`config.mk`:
```
export PLATFORM = sky130hd
export DESIGN_NAME = sysid_check_master_flat
export DESIGN_NICKNAME = d
export VERILOG_FILES = /design/src/rtl/sysid_check_master_if.sv /design/src/rtl/sysid_check_master.sv /design/src/flat_wrapper.sv
export SDC_FILE = /design/constraint.sdc
export NUM_CORES = 1
export LEC_CHECK = 0
export BUFFER_PORTS_ARGS = -buffer_cell sky130_fd_sc_hd__buf_2
export CORE_ASPECT_RATIO = 0.8
export CORE_MARGIN = 2
export CORE_UTILIZATION = 38
export DETAILED_ROUTE_END_ITERATION = 16
export GPL_TIMING_DRIVEN = 0
export SYNTH_ARGS = -nofsm -noshare
export SYNTH_HDL_FRONTEND = slang
export SYNTH_SLANG_ARGS = --single-unit
export TNS_END_PERCENT = 20
```
`constraint.sdc`:
```
create_clock -name clock -period 4.71 [get_ports clock]
set_input_delay 0 -clock clock [delete_from_list [all_inputs] [get_ports clock]]
set_output_delay 0 -clock clock [all_outputs]
set_load 0.02 [all_outputs]
```
`src/rtl/sysid_check_master_if.sv`:
```
// rtl/sysid_check_master_if.sv - Avalon-MM read bus between the sysid check master and the sysid slave
interface sysid_check_master_if;
    logic        avm_address;
    logic        avm_read;
    logic [31:0] avm_readdata;
    logic        avm_waitrequest;

    modport master (
        output avm_address,
        output avm_read,
        input  avm_readdata,
        input  avm_waitrequest
    );

    modport slave (
        input  avm_address,
        input  avm_read,
        output avm_readdata,
        output avm_waitrequest
    );
endinterface

```
`src/rtl/sysid_check_master.sv`:
```
// rtl/sysid_check_master.sv - reads sysid words 0/1 and checks them; SYSID_CHECK_TIMEOUT_EN adds a stall timeout
module sysid_check_master #(
    parameter logic [31:0] EXPECTED_ID    = 32'h0000_0000,
    parameter logic [31:0] EXPECTED_TS    = 32'd1522708869,
    parameter int          TIMEOUT_CYCLES = 255
) (
    input  logic                       clock,
    input  logic                       reset,
    input  logic                       start,
    sysid_check_master_if.master       avm,
    output logic                       busy,
    output logic                       done,
    output logic                       pass,
    output logic                       timeout,
    output logic [31:0]                id_q,
    output logic [31:0]                ts_q
);

    if (TIMEOUT_CYCLES < 1 || TIMEOUT_CYCLES > 65535) begin : g_bad_timeout
        $error("TIMEOUT_CYCLES out of range 1..65535");
    end

    typedef enum logic [2:0] {
        IDLE,
        RD_ID,
        RD_TS,
        CMP,
        ABORT
    } state_t;

    state_t state, state_next;

`ifdef SYSID_CHECK_TIMEOUT_EN
    localparam logic [15:0] STALL_LAST = 16'(TIMEOUT_CYCLES - 1);
    logic [15:0] stall_cnt;
    logic        stall_hit;
    logic        timeout_q;

    // Abort on the stall cycle that brings the count up to TIMEOUT_CYCLES.
    assign stall_hit = avm.avm_waitrequest && (stall_cnt == STALL_LAST);
    assign timeout   = timeout_q;
`else
    assign timeout   = 1'b0;
`endif

    always_ff @(posedge clock or posedge reset) begin
        if (reset) begin
            state <= IDLE;
        end else begin
            state <= state_next;
        end
    end

    always_comb begin
        state_next      = state;
        avm.avm_read    = 1'b0;
        avm.avm_address = 1'b0;
        done            = 1'b0;
        busy            = (state != IDLE);
        case (state)
            IDLE: begin
                if (start) begin
                    state_next = RD_ID;
                end
            end
            RD_ID: begin
                avm.avm_read = 1'b1;
                if (!avm.avm_waitrequest) begin
                    state_next = RD_TS;
                end
`ifdef SYSID_CHECK_TIMEOUT_EN
                else if (stall_hit) begin
                    state_next = ABORT;
                end
`endif
            end
            RD_TS: begin
                avm.avm_read    = 1'b1;
                avm.avm_address = 1'b1;
                if (!avm.avm_waitrequest) begin
                    state_next = CMP;
                end
`ifdef SYSID_CHECK_TIMEOUT_EN
                else if (stall_hit) begin
                    state_next = ABORT;
                end
`endif
            end
            CMP: begin
                done       = 1'b1;
                state_next = IDLE;
            end
            ABORT: begin
                done       = 1'b1;
                state_next = IDLE;
            end
            default: begin
                state_next = IDLE;
            end
        endcase
    end

    always_ff @(posedge clock or posedge reset) begin
        if (reset) begin
            pass <= 1'b0;
            id_q <= 32'h0;
            ts_q <= 32'h0;
        end else begin
            case (state)
                IDLE:    if (start) pass <= 1'b0;
                RD_ID:   if (!avm.avm_waitrequest) id_q <= avm.avm_readdata;
                RD_TS:   if (!avm.avm_waitrequest) ts_q <= avm.avm_readdata;
                CMP:     pass <= (id_q == EXPECTED_ID) && (ts_q == EXPECTED_TS);
                ABORT:   pass <= 1'b0;
                default: ;
            endcase
        end
    end

`ifdef SYSID_CHECK_TIMEOUT_EN
    always_ff @(posedge clock or posedge reset) begin
        if (reset) begin
            stall_cnt <= 16'h0;
            timeout_q <= 1'b0;
        end else begin
            // Any state change restarts the count so each word gets its own budget.
            if (state_next != state) begin
                stall_cnt <= 16'h0;
            end else if (avm.avm_read && avm.avm_waitrequest) begin
                stall_cnt <= stall_cnt + 16'h1;
            end
            if (state == IDLE && start) begin
                timeout_q <= 1'b0;
            end else if (state == ABORT) begin
                timeout_q <= 1'b1;
            end
        end
    end
`endif

endmodule
```
`src/flat_wrapper.sv`:
```
// flat-port wrapper written by rule: the top's interface ports become plain ports
module sysid_check_master_flat 
#(
    parameter logic [31:0] EXPECTED_ID    = 32'h0000_0000,
    parameter logic [31:0] EXPECTED_TS    = 32'd1522708869,
    parameter int          TIMEOUT_CYCLES = 255
)
  (clock, reset, start, busy, done, pass, timeout, id_q, ts_q, avm_avm_address, avm_avm_read, avm_avm_readdata, avm_avm_waitrequest);
  sysid_check_master_if avm_i ();
  input  logic clock;
  input  logic reset;
  input  logic start;
  output logic busy;
  output logic done;
  output logic pass;
  output logic timeout;
  output logic [31:0] id_q;
  output logic [31:0] ts_q;
  output wire logic [$bits(avm_i.avm_address)-1:0] avm_avm_address;
  output wire logic [$bits(avm_i.avm_read)-1:0] avm_avm_read;
  input wire logic [$bits(avm_i.avm_readdata)-1:0] avm_avm_readdata;
  input wire logic [$bits(avm_i.avm_waitrequest)-1:0] avm_avm_waitrequest;
  assign avm_avm_address = avm_i.avm_address;
  assign avm_avm_read = avm_i.avm_read;
  assign avm_i.avm_readdata = avm_avm_readdata;
  assign avm_i.avm_waitrequest = avm_avm_waitrequest;
  sysid_check_master #(.EXPECTED_ID(EXPECTED_ID), .EXPECTED_TS(EXPECTED_TS), .TIMEOUT_CYCLES(TIMEOUT_CYCLES)) u_core (.clock(clock), .reset(reset), .start(start), .avm(avm_i), .busy(busy), .done(done), .pass(pass), .timeout(timeout), .id_q(id_q), .ts_q(ts_q));
endmodule
```
==> results.sh, run 1 <==
export IMPL_status="finished clean"
export IMPL_tns_ns=0
export IMPL_reg2reg_to="u_core.id_q[21]"
export IMPL_whs_endpoint="u_core.state[0]"
export IMPL_fin_worst_skew_ns=0.004718
export IMPL_drt_initial_drc_count=35
export IMPL_final_max_slew_viol_count=0
export IMPL_htreeDepth=3
export IMPL_layout_drive_gt1_share_pct=50.60
export IMPL_worstReg2RegStart="u_core.state[1]"
export IMPL_worst_ep_required_time_ns=4.93
export IMPL_row_count=27
export IMPL_wirelength_um=7105
export IMPL_critPathMaxFanout=10
export IMPL_fin_nets=372
export IMPL_route_detailed_drc=0
export IMPL_finalSetupViolCount=0
export IMPL_yosys_register_bits=67
export IMPL_num_antenna_cells=0
export IMPL_track_usage_pct=18.70
export IMPL_core_area_um2=6959
export IMPL_synth_warnings=0
export IMPL_fp_dieArea_um2=7979
export IMPL_gp_congestion=0.7583
export IMPL_p_leak_nw=1.875
export IMPL_dr_pass1_iters=4
export IMPL_clk_pin_slew_ns=0.07
export IMPL_grt_ovfl_total=0
export IMPL_stdcell_count=423
export IMPL_cts_root_buf="clkbuf_8"
export IMPL_synth_nets=223
export IMPL_antenna_found_initial=0
export IMPL_ff2ff_path_depth=6
export IMPL_rsz0062_at_grt="false"
export IMPL_grt_max_degree=68
export IMPL_io_pin_count=106
export IMPL_syn_to_final_growth_pct=43.44
export IMPL_worst_slew_pin_slew_ns=0.8326
export IMPL_syn_area_um2=2765
export IMPL_synth_cells=183
export IMPL_hold_path_depth=5
export IMPL_dp_cells=374
export IMPL_endpoint_kind="flop"
export IMPL_die_h_um=80.30
export IMPL_crit_type="reg -> reg"
export IMPL_timing_hold_ws_ns=0.1101
export IMPL_drv_cap=0
export IMPL_worstPathArrival_ns=2.18
export IMPL_clockBufferDepth=2
export IMPL_cts_sinks=67
export IMPL_max_freq_mhz=511.8
export IMPL_wire_per_inst_um=16.80
export IMPL_slew_headroom_pct=44.50
export IMPL_start_util_pct=39.73
export IMPL_cp_start_kind="flop"
export IMPL_timing_hold_violations_final=0
export IMPL_vias=2052
export IMPL_detail_route_antenna_nets=0
export IMPL_ir_drop_v=0.0003109
export IMPL_first_global_vias=2142
export IMPL_tritoncts="done"
export IMPL_min_period_ns=1.954
export IMPL_hold_class="in -> reg"
export IMPL_final_common_cell="buf_2"
export IMPL_clkLatencyLatePin_ns=0.34
export IMPL_port_buffers=104
export IMPL_yosysUniqueCellTypes=26
export IMPL_powerDensity_nw_per_um2=744.7
export IMPL_via_per_inst=4.851
export IMPL_yosysSeqAreaShare_pct=60.63
export IMPL_fin_crit_sh_pct=41.48
export IMPL_avgSynthCellArea_um2=15.11
export IMPL_hp_start="avm_avm_waitrequest"
export IMPL_grt_first_pass_wirelength_um=11160
export IMPL_rrSetupSlack_ns=2.76
export IMPL_final_cell_mix="buf_2, dfrtp_1, mux2_2"
export IMPL_place_hpwl_um=4945
export IMPL_numCtsBuffers=9
export IMPL_die_w_um=99.37
what timing repair did:
action	in CTS	in global routing
hold buffers	34	0
buffers inserted	0	0
gates resized for setup	0	0
endpoints found under the hold margin	133	0
cell usage after synthesis:
cell type  instances  area share, %
nor2_1             2           0.27
inv_1              4           0.54
buf_2              6            1.1
or4_1              1           0.27
and4b_1            2           0.72
o31ai_1            1           0.27
conb_1             1           0.14
nand2_1            3           0.41
dfrtp_1           67             61
nand4b_1           1           0.32
ha_1               4            1.8
nor4bb_1           3            1.1
nand4_1            3           0.68
nor2b_1            1           0.23
o21ai_1            2           0.36
buf_4              1           0.27
mux2_2            40             16
nor4b_1            2           0.63
mux2_1            25             10
o21ai_0            1           0.18
nand2b_1           1           0.23
nor4_1             5            1.1
mux2i_1            1           0.36
nor4_2             3            1.4
nor3b_1            1           0.27
clkbuf_1           2           0.27
final cells by class:
class / count / area, um2
plain buffers: 9 / 45.04
clock buffers: 9 / 123.9
clock inverters: 6 / 105.1
fillers: 590 / 2993
inverters: 4 / 17.52
multi-input cells: 103 / 1028
flip-flops and latches: 67 / 1677
well taps: 87 / 108.9
repair buffers: 138 / 860.8
per-stage QoR:
step	utilization (%)	setup WS (ns)	total power [mW]	instance area, um2
after floorplan	-	3.027	1.908	2765
after global placement	48.78	2.125	2.362	3395
after detailed placement	48.81	2.774	2.388	3397
after CTS	56.99	2.750	2.979	3966
after global routing	56.99	2.618	3.122	3966
final	56.99	2.756	2.954	3966
per-layer routing:
layer | up-vias | GRT usage [%] | share of wire, %
met5 | - | 0 | 0
met3 | 6 | 7.311 | 6.8
met1 | 1012 | 25.76 | 49
met4 | 0 | 4.932 | 0.59
li1 | 964 | - | -
met2 | 70 | 27.64 | 43
report_power, final:
group / switching [mW] / leakage (nW) / internal (mW)
registers: 0.237 / 0.796 / 0.871
clock network: 0.212 / 0.119 / 0.346
logic: 0.740 / 0.961 / 0.547
cells by family (layout without fill, tap and decap cells):
| logic type | after synthesis | count (layout) | synth area share, % |
|---|---|---|---|
| AO/OA/AOI/OAI | 4 | 4 | 0.8144 |
| adder cells (fa/ha/maj) | 4 | 4 | 1.810 |
| buffers and inverters | 13 | 166 | 2.172 |
| flip-flops | 67 | 67 | 60.63 |
| multiplexers | 66 | 66 | 26.83 |
| other | 1 | 1 | 0.1356 |
| AND/OR/NAND/NOR | 28 | 28 | 7.603 |
critical path, stage by stage, from the launching register on:
cell	delay, ns
dfrtp_1	0.41
inv_1	0.09
ha_1	0.16
nor2b_1	0.17
clkbuf_1	0.29
buf_2	0.35
mux2_2	0.37
how the worst max path moves through the flow:
stage,startpoint,to
3_5_place_dp,u_core.state[1],u_core.id_q[13]
5_1_grt,u_core.state[1],u_core.id_q[13]
4_1_cts,u_core.state[1],u_core.id_q[13]
2_1_floorplan,reset,u_core.id_q[0]
3_3_place_gp,reset,u_core.state[0]
6_report,u_core.state[1],u_core.id_q[21]
flip-flops by register name (all words and copies together), names as in the netlist:
register and flops:
u_core.id_q 32, u_core.pass 1, u_core.state 2, u_core.ts_q 32
No activity file was read; power rests on OpenSTA's default activity.
==> run 2, diff against run 1 <==
Settings changed: ABC_AREA set to 1.
Clock period 4.71 ns to 1.8 ns, I/O delays scaled along.
==> run 2 against run 1 <==
Critical path depth unchanged. Die area increased by 3.3%. Combinational power increased to 2.5 times the previous value. Via count increased by 27%. First-iteration DRC count increased to 3.9 times the previous value. Utilization decreased by 2.0 points. Non-clock buffer count increased by 4. Global-route usage increased by 0.66 points. Synthesized cell count increased by 81%. Critical endpoint is now u_core.ts_q[22]. Largest power group unchanged.
==> results.sh, run 2 <==
export IMPL_min_period_ns=1.387
export IMPL_rrSetupSlack_ns=0.41
export IMPL_dr_pass1_iters=5
export IMPL_wire_per_inst_um=13.13
export IMPL_p_leak_nw=2.220
export IMPL_sw_frac_of_total_pct=44.11
export IMPL_syn_to_final_growth_pct=41.43
export IMPL_yosysUniqueCellTypes=20
export IMPL_synth_warnings=0
export IMPL_fp_dieArea_um2=8242
export IMPL_clockPowerShare_pct=18.3
export IMPL_clk_pin_slew_ns=0.07
export IMPL_fin_total_pwr_mw=7.365
export IMPL_cp_start_kind="flop"
export IMPL_reg_top3="u_core.id_q (32), u_core.ts_q (32), u_core.state (2)"
export IMPL_finalSetupViolCount=0
export IMPL_drv_cap=0
export IMPL_p_comb_share_pct=44.3
export IMPL_synthArstFlopShare_pct=100.0
export IMPL_worst_ep_required_time_ns=2.07
export IMPL_postCtsSetupRepairBufs=0
export IMPL_avgSynthCellArea_um2=8.615
export IMPL_first_global_vias=2522
export IMPL_status="finished clean"
export IMPL_synthFlopType="dfrtp_1"
export IMPL_clkLatencyLatePin_ns=0.34
export IMPL_numCtsBuffers=9
export IMPL_ir_drop_v=0.001088
export IMPL_multiInputGateArea_um2=939.7
export IMPL_io_pin_count=106
export IMPL_hold_class="in -> reg"
export IMPL_worst_slew_pin_slew_ns=0.8344
export IMPL_synth_nets=372
export IMPL_fin_crit_sh_pct=77.04
export IMPL_layout_drive_gt1_share_pct=29.22
export IMPL_endpoint_kind="flop"
export IMPL_worstPathArrival_ns=1.66
export IMPL_yosys_top_cells_count="nand2_1, dfrtp_1, o21ai_1, inv_1, nor2_1"
export IMPL_clockBufferDepth=2
export IMPL_final_cell_mix="buf_2, nand2_1, o21ai_1, dfrtp_1, inv_1"
export IMPL_synth_area_leader_cell="dfrtp_1"
export IMPL_yosys_register_bits=67
export IMPL_route_detailed_drc=0
export IMPL_synth_area_leaders="dfrtp_1, o21ai_1, nand2_1, inv_1, nor2_1"
export IMPL_track_usage_pct=19.37
export IMPL_n_fill_cell=705
export IMPL_synth_top_cell_area_share_pct=58.62
export IMPL_cts_hold_buffers=34
export IMPL_timing_hold_violations_final=0
export IMPL_synth_cells=332
export IMPL_stdcell_area_um2=4045
export IMPL_syn_area_um2=2860
export IMPL_powerDensity_nw_per_um2=1821
export IMPL_fin_nets=521
export IMPL_grt_ovfl_total=0
export IMPL_cts_sinks=67
export IMPL_fin_worst_skew_ns=0.004881
export IMPL_crit_chain="inv_1, ha_1, nand2_4, buf_2, nand2_1, o21ai_1"
export IMPL_detail_route_antenna_nets=0
export IMPL_cts_resized=0
export IMPL_gp_congestion=0.7988
export IMPL_cp_slowest_stage_delay_ns=0.40
export IMPL_crit_slowest_cell="dfrtp_1"
export IMPL_num_antenna_cells=0
export IMPL_cts_root_buf="clkbuf_8"
export IMPL_yosysSeqAreaShare_pct=58.62
export IMPL_die_w_um=101
export IMPL_wirelength_um=7564
export IMPL_start_util_pct=38.88
export IMPL_stdcell_count=576
export IMPL_tritoncts="done"
export IMPL_crit_type="reg -> reg"
export IMPL_grt_max_degree=68
export IMPL_antenna_found_initial=0
export IMPL_critPathMaxFanout=10
export IMPL_synth_most_common_cell="nand2_1"
export IMPL_htreeDepth=3
export IMPL_final_common_cell="buf_2"
export IMPL_pwr_share_seq_pct=37.4
export IMPL_place_hpwl_um=5192
export IMPL_row_count=28
export IMPL_core_area_um2=7357
export IMPL_die_h_um=81.60
export IMPL_synth_edff_count=0
export IMPL_tns_ns=0
export IMPL_port_buffers=104
export IMPL_p_sw_mw=3.249
export IMPL_vias=2610
export IMPL_grt_first_pass_wirelength_um=12080
export IMPL_final_max_slew_viol_count=0
export IMPL_seq_area_um2=1677
export IMPL_dp_cells=526
export IMPL_slew_headroom_pct=44.37
export IMPL_dpl_cell_area_um2=3496
export IMPL_via_per_inst=4.531
export IMPL_max_freq_mhz=721.1
export IMPL_rsz0062_at_grt="false"
export IMPL_drt_initial_drc_count=135
export IMPL_p_int_mw=4.116
==> run 2: cell types whose count changed in the layout (fill, tap and decap cells not counted), sizes merged, moves of 6 or more <==
cell   delta
inv      +43
o21ai    +66
nand2    +87
mux2     -65
buf       +6
nor4      -8
nor2     +32
==> run 2: worst max-delay path: cells and delay by family, from the launching register on <==
family          cells  cell delay, ns
buf+inv             2            0.33
fa+ha+maj           1            0.27
flops               1            0.40
compound gates      1            0.08
simple gates        2            0.24
==> run 2: metal layers <==
metal	global-route usage (%)	wire [um]	vias to the layer above	share of wire, %
li1	-	-	1330	-
met1	27.16	3804	1186	50
met2	28.80	3214	90	42
met3	6.638	510	4	6.7
met4	5.270	35	0	0.46
met5	0	0	-	0
==> run 2: through the flow <==
step	util [%]	hold WS [ns]	setup slack, ns
after floorplan	-	0.1531	0.1168
after global placement	47.48	0.2663	-0.7637
after detailed placement	47.52	0.2229	0.4307
after CTS	54.98	0.01609	0.4176
after global routing	54.98	0.02888	0.2841
final	54.98	0.03841	0.4133
==> run 2: power groups by stage <==
stage	combinational [mW]	sequential [mW]	clock, mW
2_1_floorplan	1.34	3.49	0
3_3_place_gp	3.18	2.76	0
3_5_place_dp	3.23	2.77	0
4_1_cts	3.29	2.75	1.39
5_1_grt	3.62	2.86	1.46
6_report	3.26	2.76	1.35
==> run 2: worst paths after layout <==
path	from	endpoint	cells past startpoint
setup / recovery	u_core.state[0]	u_core.ts_q[22]	6
hold reg to reg	u_core.pass	u_core.pass	2
min in group asynchronous	reset	u_core.id_q[14]	3
max in group asynchronous	reset	u_core.id_q[26]	3
setup reg to reg	u_core.state[0]	u_core.ts_q[22]	6
hold / removal	avm_avm_waitrequest	u_core.state[0]	4
==> run 2: cells by family (layout without fill, tap and decap cells) <==
group | count (synthesis) | after routing | share of synthesized area, %
simple gates | 130 | 130 | 18.59
compound gates | 70 | 70 | 12.38
flops | 67 | 67 | 58.62
buf+inv | 60 | 214 | 8.530
fa+ha+maj | 4 | 4 | 1.750
other cells | 1 | 1 | 0.1311
==> run 2: cell type report <==
| class | instances | share of cell area [%] |
|---|---|---|
| well taps | 90 | 2.784 |
| repair buffers | 138 | 21.28 |
| clock inverters | 5 | 1.918 |
| multi-input cells | 205 | 23.23 |
| plain buffers | 13 | 1.670 |
| flip-flops and latches | 67 | 41.45 |
| clock buffers | 11 | 3.248 |
| inverters | 47 | 4.423 |
==> run 3, diff against run 2 <==
Clock period 1.8 ns to 1.35 ns, I/O delays scaled along.
==> run 3 against run 2 <==
Sequential power rose by 34%. Final cell count rose by 0.17%. Global-route usage shrank 0.10 points. Die area is the same. Sequential share of layout area down 1.2 points. Wire length is 0.61% higher. Register-to-register slack lost 0.37 ns. Clock skew hardly changed. Via count increased by 1.0%. Maximum frequency rose by 6.5%. Critical path depth unchanged.
==> results.sh, run 3 (synthesis results as in run 2) <==
export IMPL_status="finished clean"
export IMPL_final_common_cell="buf_2"
export IMPL_rrSetupSlack_ns=0.05
export IMPL_reg2reg_to="u_core.id_q[27]"
export IMPL_fin_nets=524
export IMPL_timing_hold_violations_final=0
export IMPL_route_detailed_drc=0
export IMPL_die_w_um=101
export IMPL_ir_drop_v=0.001416
export IMPL_p_comb_share_pct=45.8
export IMPL_slew_headroom_pct=55.45
export IMPL_dr_pass1_iters=6
export IMPL_antenna_found_initial=0
export IMPL_start_util_pct=38.88
export IMPL_via_per_inst=4.570
export IMPL_timing_final_ws_setup_ns=0.04787
export IMPL_cts_sinks=67
export IMPL_startpoint="u_core.state[1]"
export IMPL_stdcell_area_um2=4174
export IMPL_timing_hold_ws_ns=0.03408
export IMPL_worst_ep_required_time_ns=1.58
export IMPL_io_pin_count=106
export IMPL_min_period_ns=1.302
export IMPL_multiInputGateArea_um2=998.5
export IMPL_cp_start_kind="flop"
export IMPL_syn_to_final_growth_pct=45.93
export IMPL_fin_crit_sh_pct=96.45
export IMPL_grt_first_pass_wirelength_um=12080
export IMPL_vias=2637
export IMPL_crit_type="reg -> reg"
export IMPL_clk_pin_slew_ns=0.07
export IMPL_numCtsBuffers=9
export IMPL_place_hpwl_um=5282
export IMPL_final_cell_mix="buf_2, nand2_1, o21ai_1"
export IMPL_clkLatencyLatePin_ns=0.34
export IMPL_drv_cap=0
export IMPL_fin_worst_skew_ns=0.005211
export IMPL_hold_class="in -> reg"
export IMPL_p_int_mw=5.620
export IMPL_cts_root_buf="clkbuf_8"
export IMPL_utilization_pct=56.73
export IMPL_powerDensity_nw_per_um2=2395
export IMPL_n_fill_cell=712
export IMPL_p_leak_nw=2.257
export IMPL_layout_drive_gt1_share_pct=32.44
export IMPL_worstReg2RegStart="u_core.state[1]"
export IMPL_clockPowerShare_pct=17.1
export IMPL_fp_dieArea_um2=8242
export IMPL_dp_cells=527
export IMPL_first_global_vias=2488
export IMPL_pwr_share_seq_pct=37.1
export IMPL_gp_congestion=0.7914
export IMPL_wire_per_inst_um=13.19
export IMPL_hp_start="avm_avm_waitrequest"
export IMPL_clockBufferDepth=2
export IMPL_rsz0062_at_grt="true"
export IMPL_reg_top3="u_core.id_q (32), u_core.ts_q (32), u_core.state (2)"
export IMPL_finalSetupViolCount=0
export IMPL_track_usage_pct=19.26
export IMPL_stdcell_count=577
export IMPL_final_max_slew_viol_count=0
export IMPL_num_antenna_cells=0
export IMPL_hold_path_depth=4
export IMPL_whs_endpoint="u_core.state[0]"
export IMPL_htreeDepth=3
export IMPL_die_h_um=81.60
export IMPL_worst_slew_pin_slew_ns=0.6668
export IMPL_critPathMaxFanout=10
export IMPL_detail_route_antenna_nets=0
export IMPL_sw_frac_of_total_pct=43.80
export IMPL_p_sw_mw=4.379
export IMPL_tns_ns=0
export IMPL_fin_total_pwr_mw=9.999
export IMPL_endpoint_kind="flop"
export IMPL_tritoncts="done"
export IMPL_ff2ff_path_depth=6
export IMPL_post_place_ws_ns=-0.05214
export IMPL_port_buffers=104
export IMPL_grt_max_degree=40
export IMPL_row_count=28
export IMPL_wirelength_um=7610
export IMPL_core_area_um2=7357
export IMPL_seq_area_um2=1679
export IMPL_dpl_cell_area_um2=3517
export IMPL_grt_ovfl_total=0
export IMPL_worstPathArrival_ns=1.53
export IMPL_drt_initial_drc_count=165
export IMPL_max_freq_mhz=768.0
run 3: cell types whose count changed in the layout (fill, tap and decap cells not counted), sizes merged:
cell / before / now
clkbuf: 11 / 12
buf: 117 / 120
inv: 47 / 46
bufinv: 2 / 1
clkinv: 2 / 1
run 3: power by group through the flow:
stage	logic (mW)	clock network [mW]	registers [mW]
floorplan	1.79	0	4.65
global placement	4.24	0	3.68
detailed placement	4.32	0	3.69
CTS	4.45	1.74	3.67
global route	5.08	1.84	3.84
finish	4.58	1.71	3.71
run 3: worst max path at each step:
stage / endpoint / slack [ns] / depth (start not counted)
after floorplan: u_core.ts_q[1] / 0.02 / 6
after global placement: u_core.pass / -0.03 / 7
after detailed placement: u_core.ts_q[25] / -0.05 / 6
after CTS: u_core.pass / 0.005 / 8
after global routing: u_core.pass / -0.04 / 8
final: u_core.id_q[27] / 0.05 / 6
run 3: metal layers:
| metal | part of all wire (%) | GRT usage (%) | up-vias |
|---|---|---|---|
| met5 | 0 | 0 | - |
| met4 | 0.63 | 4.865 | 0 |
| met3 | 5.7 | 6.553 | 6 |
| met2 | 45 | 29.40 | 77 |
| met1 | 48 | 26.59 | 1222 |
| li1 | - | - | 1332 |
run 3: timing repair:
item | 4_1_cts | 5_1_grt
endpoints found under the setup margin | 33 | 66
pin swaps | 1 | 5
setup buffers | 0 | 2
hold buffers | 34 | 0
hold endpoints to repair | 94 | 0
resized for setup | 8 | 29
run 3: critical path: stages, from the launching register on:
cell     delay (ns)
dfrtp_2        0.45
inv_2          0.10
ha_2           0.21
nand2_4        0.11
buf_4          0.20
nand2_1        0.06
o21ai_1        0.06
run 3: area by class of cell:
type | count | area share (%)
clock buffer | 12 | 3.957
tap | 90 | 2.698
timing repair buffer | 141 | 21.46
inverter | 47 | 4.376
buffer | 13 | 2.518
multi-input combinational | 205 | 23.92
sequential | 67 | 40.23
clock inverter | 2 | 0.8393
